--- src/rtl/alu_op_sequencer.sv ---
// rtl/alu_op_sequencer.sv - sequences the shared ALU one-hot strobes for N iterations and owns the AC register
module alu_op_sequencer #(
   parameter int WIDTH = 16,
   parameter int CNT_W = 4
) (
   input  logic             clk,
   input  logic             rst_n,
   input  logic             cmd_valid,
   output logic             cmd_ready,
   input  logic [3:0]       cmd_op,
   input  logic [CNT_W-1:0] cmd_cnt,
   input  logic [WIDTH-1:0] cmd_dr,
   input  logic             ac_load,
   input  logic [WIDTH-1:0] ac_load_val,
   output logic [WIDTH-1:0] alu_dr,
   output logic [WIDTH-1:0] alu_ac,
   input  logic [WIDTH-1:0] alu_out,
   output logic             op_add,
   output logic             op_drtac,
   output logic             op_sub,
   output logic             op_or,
   output logic             op_and,
   output logic             op_xor,
   output logic             op_com,
   output logic             op_shl,
   output logic             op_shr,
   output logic [WIDTH-1:0] ac,
   output logic             busy,
   output logic             done,
   output logic             err
);
   typedef enum logic [1:0] {IDLE, EXEC, DONE} state_t;

   state_t           state_q;
   logic [WIDTH-1:0] ac_q;
   logic [WIDTH-1:0] dr_q;
   logic [CNT_W-1:0] rem_q;
   logic [8:0]       strobe_q;
   logic             done_q;
   logic             err_q;
   logic [8:0]       op_dec;
   logic             op_illegal;

   // Strobe bit order: ADD is bit 0 through SHR at bit 8; NOP and illegal codes decode to none.
   always_comb begin
      op_dec = '0;
      case (cmd_op)
         4'd1:    op_dec[0] = 1'b1;
         4'd2:    op_dec[1] = 1'b1;
         4'd3:    op_dec[2] = 1'b1;
         4'd4:    op_dec[3] = 1'b1;
         4'd5:    op_dec[4] = 1'b1;
         4'd6:    op_dec[5] = 1'b1;
         4'd7:    op_dec[6] = 1'b1;
         4'd8:    op_dec[7] = 1'b1;
         4'd9:    op_dec[8] = 1'b1;
         default: op_dec = '0;
      endcase
   end

   assign op_illegal = (cmd_op > 4'd9);

   always_ff @(posedge clk or negedge rst_n) begin
      if (!rst_n) begin
         state_q  <= IDLE;
         ac_q     <= '0;
         dr_q     <= '0;
         rem_q    <= '0;
         strobe_q <= '0;
         done_q   <= 1'b0;
         err_q    <= 1'b0;
      end else begin
         case (state_q)
            IDLE: begin
               done_q <= 1'b0;
               err_q  <= 1'b0;
               if (ac_load) begin
                  ac_q <= ac_load_val;
               end
               // cmd_ready is high throughout IDLE, so cmd_valid alone marks an accept.
               if (cmd_valid) begin
                  dr_q  <= cmd_dr;
                  rem_q <= (cmd_cnt == '0) ? CNT_W'(1) : cmd_cnt;
                  if (|op_dec) begin
                     state_q  <= EXEC;
                     strobe_q <= op_dec;
                  end else begin
                     state_q <= DONE;
                     done_q  <= 1'b1;
                     err_q   <= op_illegal;
                  end
               end
            end
            EXEC: begin
               ac_q  <= alu_out;
               rem_q <= rem_q - CNT_W'(1);
               if (rem_q == CNT_W'(1)) begin
                  state_q  <= DONE;
                  strobe_q <= '0;
                  done_q   <= 1'b1;
               end
            end
            DONE: begin
               done_q  <= 1'b0;
               err_q   <= 1'b0;
               state_q <= IDLE;
            end
            default: begin
               state_q  <= IDLE;
               strobe_q <= '0;
               done_q   <= 1'b0;
               err_q    <= 1'b0;
            end
         endcase
      end
   end

   assign cmd_ready = (state_q == IDLE);
   assign busy      = (state_q != IDLE);
   assign done      = done_q;
   assign err       = err_q;
   assign ac        = ac_q;
   assign alu_ac    = ac_q;
   assign alu_dr    = dr_q;
   assign op_add    = strobe_q[0];
   assign op_drtac  = strobe_q[1];
   assign op_sub    = strobe_q[2];
   assign op_or     = strobe_q[3];
   assign op_and    = strobe_q[4];
   assign op_xor    = strobe_q[5];
   assign op_com    = strobe_q[6];
   assign op_shl    = strobe_q[7];
   assign op_shr    = strobe_q[8];
endmodule

--- config.mk ---
export PLATFORM = sky130hd
export DESIGN_NAME = alu_op_sequencer
export DESIGN_NICKNAME = d
export VERILOG_FILES = /design/src/rtl/alu_op_sequencer.sv
export SDC_FILE = /design/constraint.sdc
export NUM_CORES = 1
export LEC_CHECK = 0
export CORE_UTILIZATION = 43
export CTS_CLUSTER_DIAMETER = 200
export DETAILED_ROUTE_END_ITERATION = 10
export GPL_ROUTABILITY_DRIVEN = 0
export PLACE_DENSITY_LB_ADDON = 0.08
export SYNTH_ARGS = -nofsm -noshare
export SYNTH_HDL_FRONTEND = slang
export SYNTH_SLANG_ARGS = --single-unit
export TNS_END_PERCENT = 30
--- constraint.sdc ---
create_clock -name clk -period 2.5 [get_ports clk]
set_input_delay 0.75 -clock clk [delete_from_list [all_inputs] [get_ports clk]]
set_output_delay 0.75 -clock clk [all_outputs]
set_load 0.03 [all_outputs]
==> summary.log <==
[run_status] outcome complete, no violations
[synth] count of cell types in the netlist 37
[timing] final worst-path setup slack 95.0 ps
[route] total wirelength of the detailed-routed design 5.98 mm
[critical_path] largest driver fanout on the critical path 6
[critical_path] kind of start point of the critical path register
[clock_network] buffer type at the clock tree root sky130_fd_sc_hd__clkbuf_8
[final_layout] ant diodes 0
[synth] synthesized instance count 215
[route] residual antenna-violating net count after detailed routing 0
[critical_path] category of the critical setup timing path reg -> out
[timing] slew of the pin with the lowest slew margin 586 ps
[synth] dominant register cell in the synthesized netlist sky130_fd_sc_hd__dfrtp_1
[clock_network] Clock transition at path regs 80 ps
[timing] final-report max-slew violation count 0
[floorplan] number of rows in the core area 26
[clock_network] clock tree from TritonCTS yes
[floorplan] Die Height 76.4 um
[final_layout] Final #Nets 389
[synth] count of state elements after synthesis 49
[timing] Total Negative Setup Slacks 0 ps
[synth] Synthesized Nets 277
[timing] skew final 2.82 ps
[route] number of detailed-routing iterations run before antenna repair 5
[route] number of vias after detailed routing 2045
[placed_design] placement-stage worst setup slack 57.4 ps
[synth] share of synthesized flip-flops with an asynchronous set or reset 100%
[synth] sequential area share after synthesis 51.5%
[floorplan] Ports 121
[synth] dominant cell type by area after synthesis sky130_fd_sc_hd__dfrtp_1
[global_routing] GR Util All Layers 21.6%
[timing] maximum clock frequency 416 MHz
[critical_path] arrival time of the worst setup path 1650 ps
[floorplan] Die Width 76.4 um
[global_routing] number of global-route vias before repair 2045
[critical_path] delay of the slowest critical-path stage 730 ps
[power] IR drop worst, VDD 777 uV
[final_layout] P&R area growth vs syn 53.2%
[synth] total standard cell area after synthesis 2380 sq um
[global_routing] number of antenna violations at the first check in global routing 0
[clock_network] clock sink total 49
[floorplan] Initial Util 45.7%
[timing] Setup Viol. Count Final 0
[synth] most instantiated cells after synthesis sky130_fd_sc_hd__dfrtp_1 (49), sky130_fd_sc_hd__o21ai_0 (25), sky130_fd_sc_hd__nand2_1 (23)
[power] share of total power in combinational logic 61.6%
[power] cell-internal power 2.63 mW
[synth] count of flip-flops with a built-in enable after synthesis 0
[global_routing] pin count of the biggest net entering global routing 33
[placed_design] Port-buffer cells 120
[timing] Max-Slew Margin vs Limit 61.0%
[route] initial drt markers 110
[critical_path] critical path capture point type output pin
[synth] area share of the largest cell type after synthesis 51.5%
[route] remaining routing DRC violations 0
[power] Clk network pwr share 9.2%
[clock_network] Clock H-tree levels 2
[synth] largest cells by area after synthesis sky130_fd_sc_hd__dfrtp_1 (52%), sky130_fd_sc_hd__mux2_2 (7.6%), sky130_fd_sc_hd__mux2i_1 (6.7%)
[synth] YS warnings 0
[power] Flop pwr share 29.2%
[critical_path] cell-by-cell listing of the critical path inv_1 -> nand2_1 -> clkdlybuf4s50_1
[synth] average size of a mapped cell 11.1 sq um
[placed_design] Placement Cell Area 3570 sq um
[hold_path] min-delay worst type in -> async
[final_layout] summed area of non-filler cells in the final layout 3650 sq um
[clock_network] Num CTS Buffers 5
[run] max capacitance violation total 0
[power] power density relative to cell area 1310 nW/um^2
[clock_network] clock latency on the worst-skew pair 290 ps
[clock_network] Clock Tree Buf Depth 2
[power] sw power 2.17 mW
[floorplan] Core Area 5200 sq um
[final_layout] fraction of final layout cells with drive strength greater than 1 12.2%
[global_routing] first-pass GRT wire length 9.98 mm
[critical_path] Critical Path RT 1750 ps
[global_routing] total overflow reported by the global router 0
[route] WL per Instance 15.0 um
[timing] RSZ-0062 raised after global routing no
[floorplan] Die Footprint 5840 sq um
[timing] Period minus WS final 2400 ps
[timing] Hold Fails Final Rpt 0
[critical_path] library cell contributing the largest single delay on the critical path sky130_fd_sc_hd__clkdlybuf4s50_1
[timing] fin crit share 96.2%
[power] Leakage 1.53 nW
[route] vias per std cell 5.14
[power] sw frac 45.2%
[power] final total power 4.79 mW
[placed_design] DP Wirelength 4.53 mm
[synth] most instantiated library cell after synthesis sky130_fd_sc_hd__dfrtp_1
==> final cells by class <==
class	instances	area (sq um)
clock buffers	8	80.1
flip-flops and latches	49	1230
multi-input cells	135	947
well taps	70	87.6
inverters	6	22.5
fillers	425	1560
repair buffers	130	1280
==> path summary, 6_finish.rpt <==
path | slack (ps) | endpoint | cells after the start | startpoint
max | 100 | busy | 3 | state_q[1]$_DFFE_PN0P_
min | 450 | rem_q[2]$_DFFE_PN0P_ | 1 | rst_n
max reg2reg | 650 | strobe_q[2]$_DFFE_PN0P_ | 6 | rem_q[1]$_DFFE_PN0P_
min reg2reg | 480 | done$_DFFE_PN0P_ | 1 | state_q[1]$_DFFE_PN0P_
max in group asynchronous | 1500 | alu_dr[14]$_DFFE_PN0P_ | 2 | rst_n
min in group clk | 480 | done$_DFFE_PN0P_ | 1 | state_q[1]$_DFFE_PN0P_
==> through the flow <==
stage	utilization [%]	cells	hold WS [ps]
2_1_floorplan	-	215	433
3_3_place_gp	68.5	390	461
3_5_place_dp	68.5	390	459
4_1_cts	70.0	398	460
5_1_grt	70.0	398	471
6_report	70.0	398	453
==> placed cells by master, fill, tap and decap left out, drive strengths merged, types with 2 or more instances in the layout <==
cell type,n
a21oi,7
a22o,3
a32o,2
buf,11
clkbuf,8
clkdlybuf4s50,118
dfrtp,49
ha,2
inv,6
mux2,16
mux2i,16
nand2,24
nand2b,2
nand3,4
nor2,4
nor2b,2
nor3,2
nor3b,2
o21ai,26
o22a,2
o22ai,6
o2bb2ai,3
==> worst max-delay path: cells and delay by family (launching register included) <==
family | cells | cell delay, ps
AND/OR/NAND/NOR | 1 | 190
flip-flops | 1 | 380
buffers and inverters | 2 | 800
==> state kept, by name (all words and copies together) (netlist names) <==
register	cells
rem_q	4
alu_dr	16
strobe_q	9
ac	16
done	1
state_q	2
err	1
==> logic make-up (layout without fill, tap and decap cells) <==
group	Yosys count	after routing	share of synthesized area [%]
buffers and inverters	31	144	8.83
muxes	32	32	14.3
and+or+nand+nor	47	47	9.57
AOI/OAI and AO/OA	54	54	14.7
DFF	49	49	51.5
adders and majority gates	2	2	1.05
==> layer usage <==
metal	track usage, %	vias to the layer above	routed length (um)
li1	-	968	-
met2	34.1	84	2900
met5	0	-	0
met4	5.38	0	38
met1	28.4	989	2550
met3	7.31	4	492
==> power groups by stage <==
stage	Combinational, mW	Clock, mW	Sequential, mW
floorplan	1.35	0	1.99
global placement	2.94	0	1.40
detailed placement	2.97	0	1.42
CTS	2.97	0.468	1.40
global route	3.12	0.498	1.46
finish	2.95	0.440	1.40
==> timing repair <==
action                                  4_1_cts  5_1_grt
hold buffers                                  0        0
endpoints found under the setup margin        1        0
gates resized for setup                       1        0
buffers inserted                              0        0
Note: power is estimated with default switching activity, not from simulation.
==> RTL edit: new RTL, config.mk and constraints unchanged <==
Set the parameter `CNT_W` to 5 (it was 4).
--- a/src/rtl/alu_op_sequencer.sv
+++ b/src/rtl/alu_op_sequencer.sv
@@ -1,7 +1,7 @@
 // rtl/alu_op_sequencer.sv - sequences the shared ALU one-hot strobes for N iterations and owns the AC register
 module alu_op_sequencer #(
    parameter int WIDTH = 16,
-   parameter int CNT_W = 4
+   parameter int CNT_W = 5
 ) (
    input  logic             clk,
    input  logic             rst_n,
Interface: changed (resized cmd_cnt); port bits go from 121 to 122. The function was not compared with the original's and may differ.
==> RTL edit against the original RTL <==
Worst setup slack improved by 0.19 ns. Routed wire length decreased by 3.9%. Sequential cell count increased by 1. Total power is 1.6% lower. Utilization grew 0.78 points. Synthesized area up 0.42%. Worst hold slack worse by 0.016 ns. Design area is 1.8% higher. Critical path type is now in -> reg. Clock power rose by 7.0%.
==> RTL edit: results (changes against the original RTL) <==
Area share of fa/ha/maj cells after synthesis: 0.0105 (-0.0000440)
Post-synthesis net count: 310 (+12%)
Crit path arrival time: 2.39 ns (+0.74 ns)
DP HPWL: 4500 um (-0.71%)
Reg2Reg Setup Slack: 0.57 ns (-0.08 ns)
Top post-synthesis cells by count: nand2_1 (72), dfrtp_1 (50), o21ai_0 (20)
Complex-gate fraction of the synthesized area: 0.0686 (-0.0786)
Fin Hold WS: 0.438 ns (-0.0158 ns)
IR Drop Worst-Case VDD: 0.751 mV (-3.3%)
Iteration-0 DRC Markers: 81 (-26%)
Clk_skew: 0.00907 ns (+0.00626 ns)
Cell Count, Final, Fillers Out: 431 (+8.3%)
Placed instance count: 423 (+8.5%)
Synth top area cells: dfrtp_1 (52%), nand2_1 (11%), mux2i_1 (6.7%)
Vias: 2098 (+2.6%)
Overall Global Routing Usage: 0.212 (-0.00363)
Mux contribution to synthesized area: 0.109 (-0.0336)
Vias in the first global route: 2158 (+5.5%)
Drt first pass iters: 6 (+1)
First-pass GRT wire length: 9980 um (about the same)
Crit path largest cell delay: 0.43 ns (-0.30 ns)
CP Max Fanout: 9 (+3)
Share of cells above drive strength 1: 0.0997 (-0.0222)
LEAKAGE: 1.65 nW (+7.9%)
Port bufs: 121 (+0.83%)
Outcome: finished, final reports clean
Internal power: 2.57 mW (-2.1%)
Slew @ Worst Pin: 0.565 ns (-0.0203 ns)
Drt wl/cell: 13.3 um (-11%)
Post-DP Area: 3610 um2 (+1.3%)
Worst slack, placed: -0.0607 ns (-0.118 ns)
Die ar.: 5860 um2 (+0.41%)
Final worst slack: 0.284 ns (+0.189 ns)
-- RTL edit: worst register-to-register path, delay by kind of cell, from the launching register on --
kind | cells | cell delay (ns)
muxes | 1 | 0.39
buffers and inverters | 1 | 0.09
and+or+nand+nor | 3 | 0.79
DFF | 1 | 0.38
adders and majority gates | 1 | 0.16
-- RTL edit: kinds of logic after synthesis --
family	after synthesis
flops	50
compound gates	29
fa+ha+maj	2
simple gates	109
buf+inv	32
mux	25
-- RTL edit: path summary, 6_finish.rpt --
kind / start / endpoint / cells past startpoint
min in group clk: alu_dr[8] / alu_dr[8] / 2
max in group asynchronous: rst_n / strobe_q[5] / 2
min: rst_n / err / 1
min reg2reg: alu_dr[8] / alu_dr[8] / 2
max: cmd_op[1] / strobe_q[3] / 5
max reg2reg: rem_q[1] / strobe_q[3] / 6
-- RTL edit: layout make-up --
cell class	instances	area (um2)
clock buffers	7	86.3
multi-input cells	165	960
repair buffers	134	1310
well taps	70	87.6
clock inverters	1	5.00
flip-flops and latches	50	1250
inverters	4	15.0
fillers	437	1530
-- RTL edit: what timing repair did --
item / in CTS / in global routing
endpoints found under the setup margin: 2 / 1
buffers inserted: 0 / 0
resized for setup: 2 / 1
-- RTL edit: power groups by stage --
stage	clock (mW)	combinational, mW	sequential (mW)
floorplan	0	1.29	1.94
global placement	0	2.82	1.41
detailed placement	0	2.87	1.42
CTS	0.490	2.87	1.41
global route	0.529	3.02	1.46
finish	0.471	2.84	1.41
-- RTL edit: metal layers --
metal	vias to the layer above	wire length (um)	GRT usage
met2	67	2860	0.366
met4	0	32	0.0462
li1	1036	-	-
met5	-	0	0
met3	4	420	0.0659
met1	991	2420	0.259
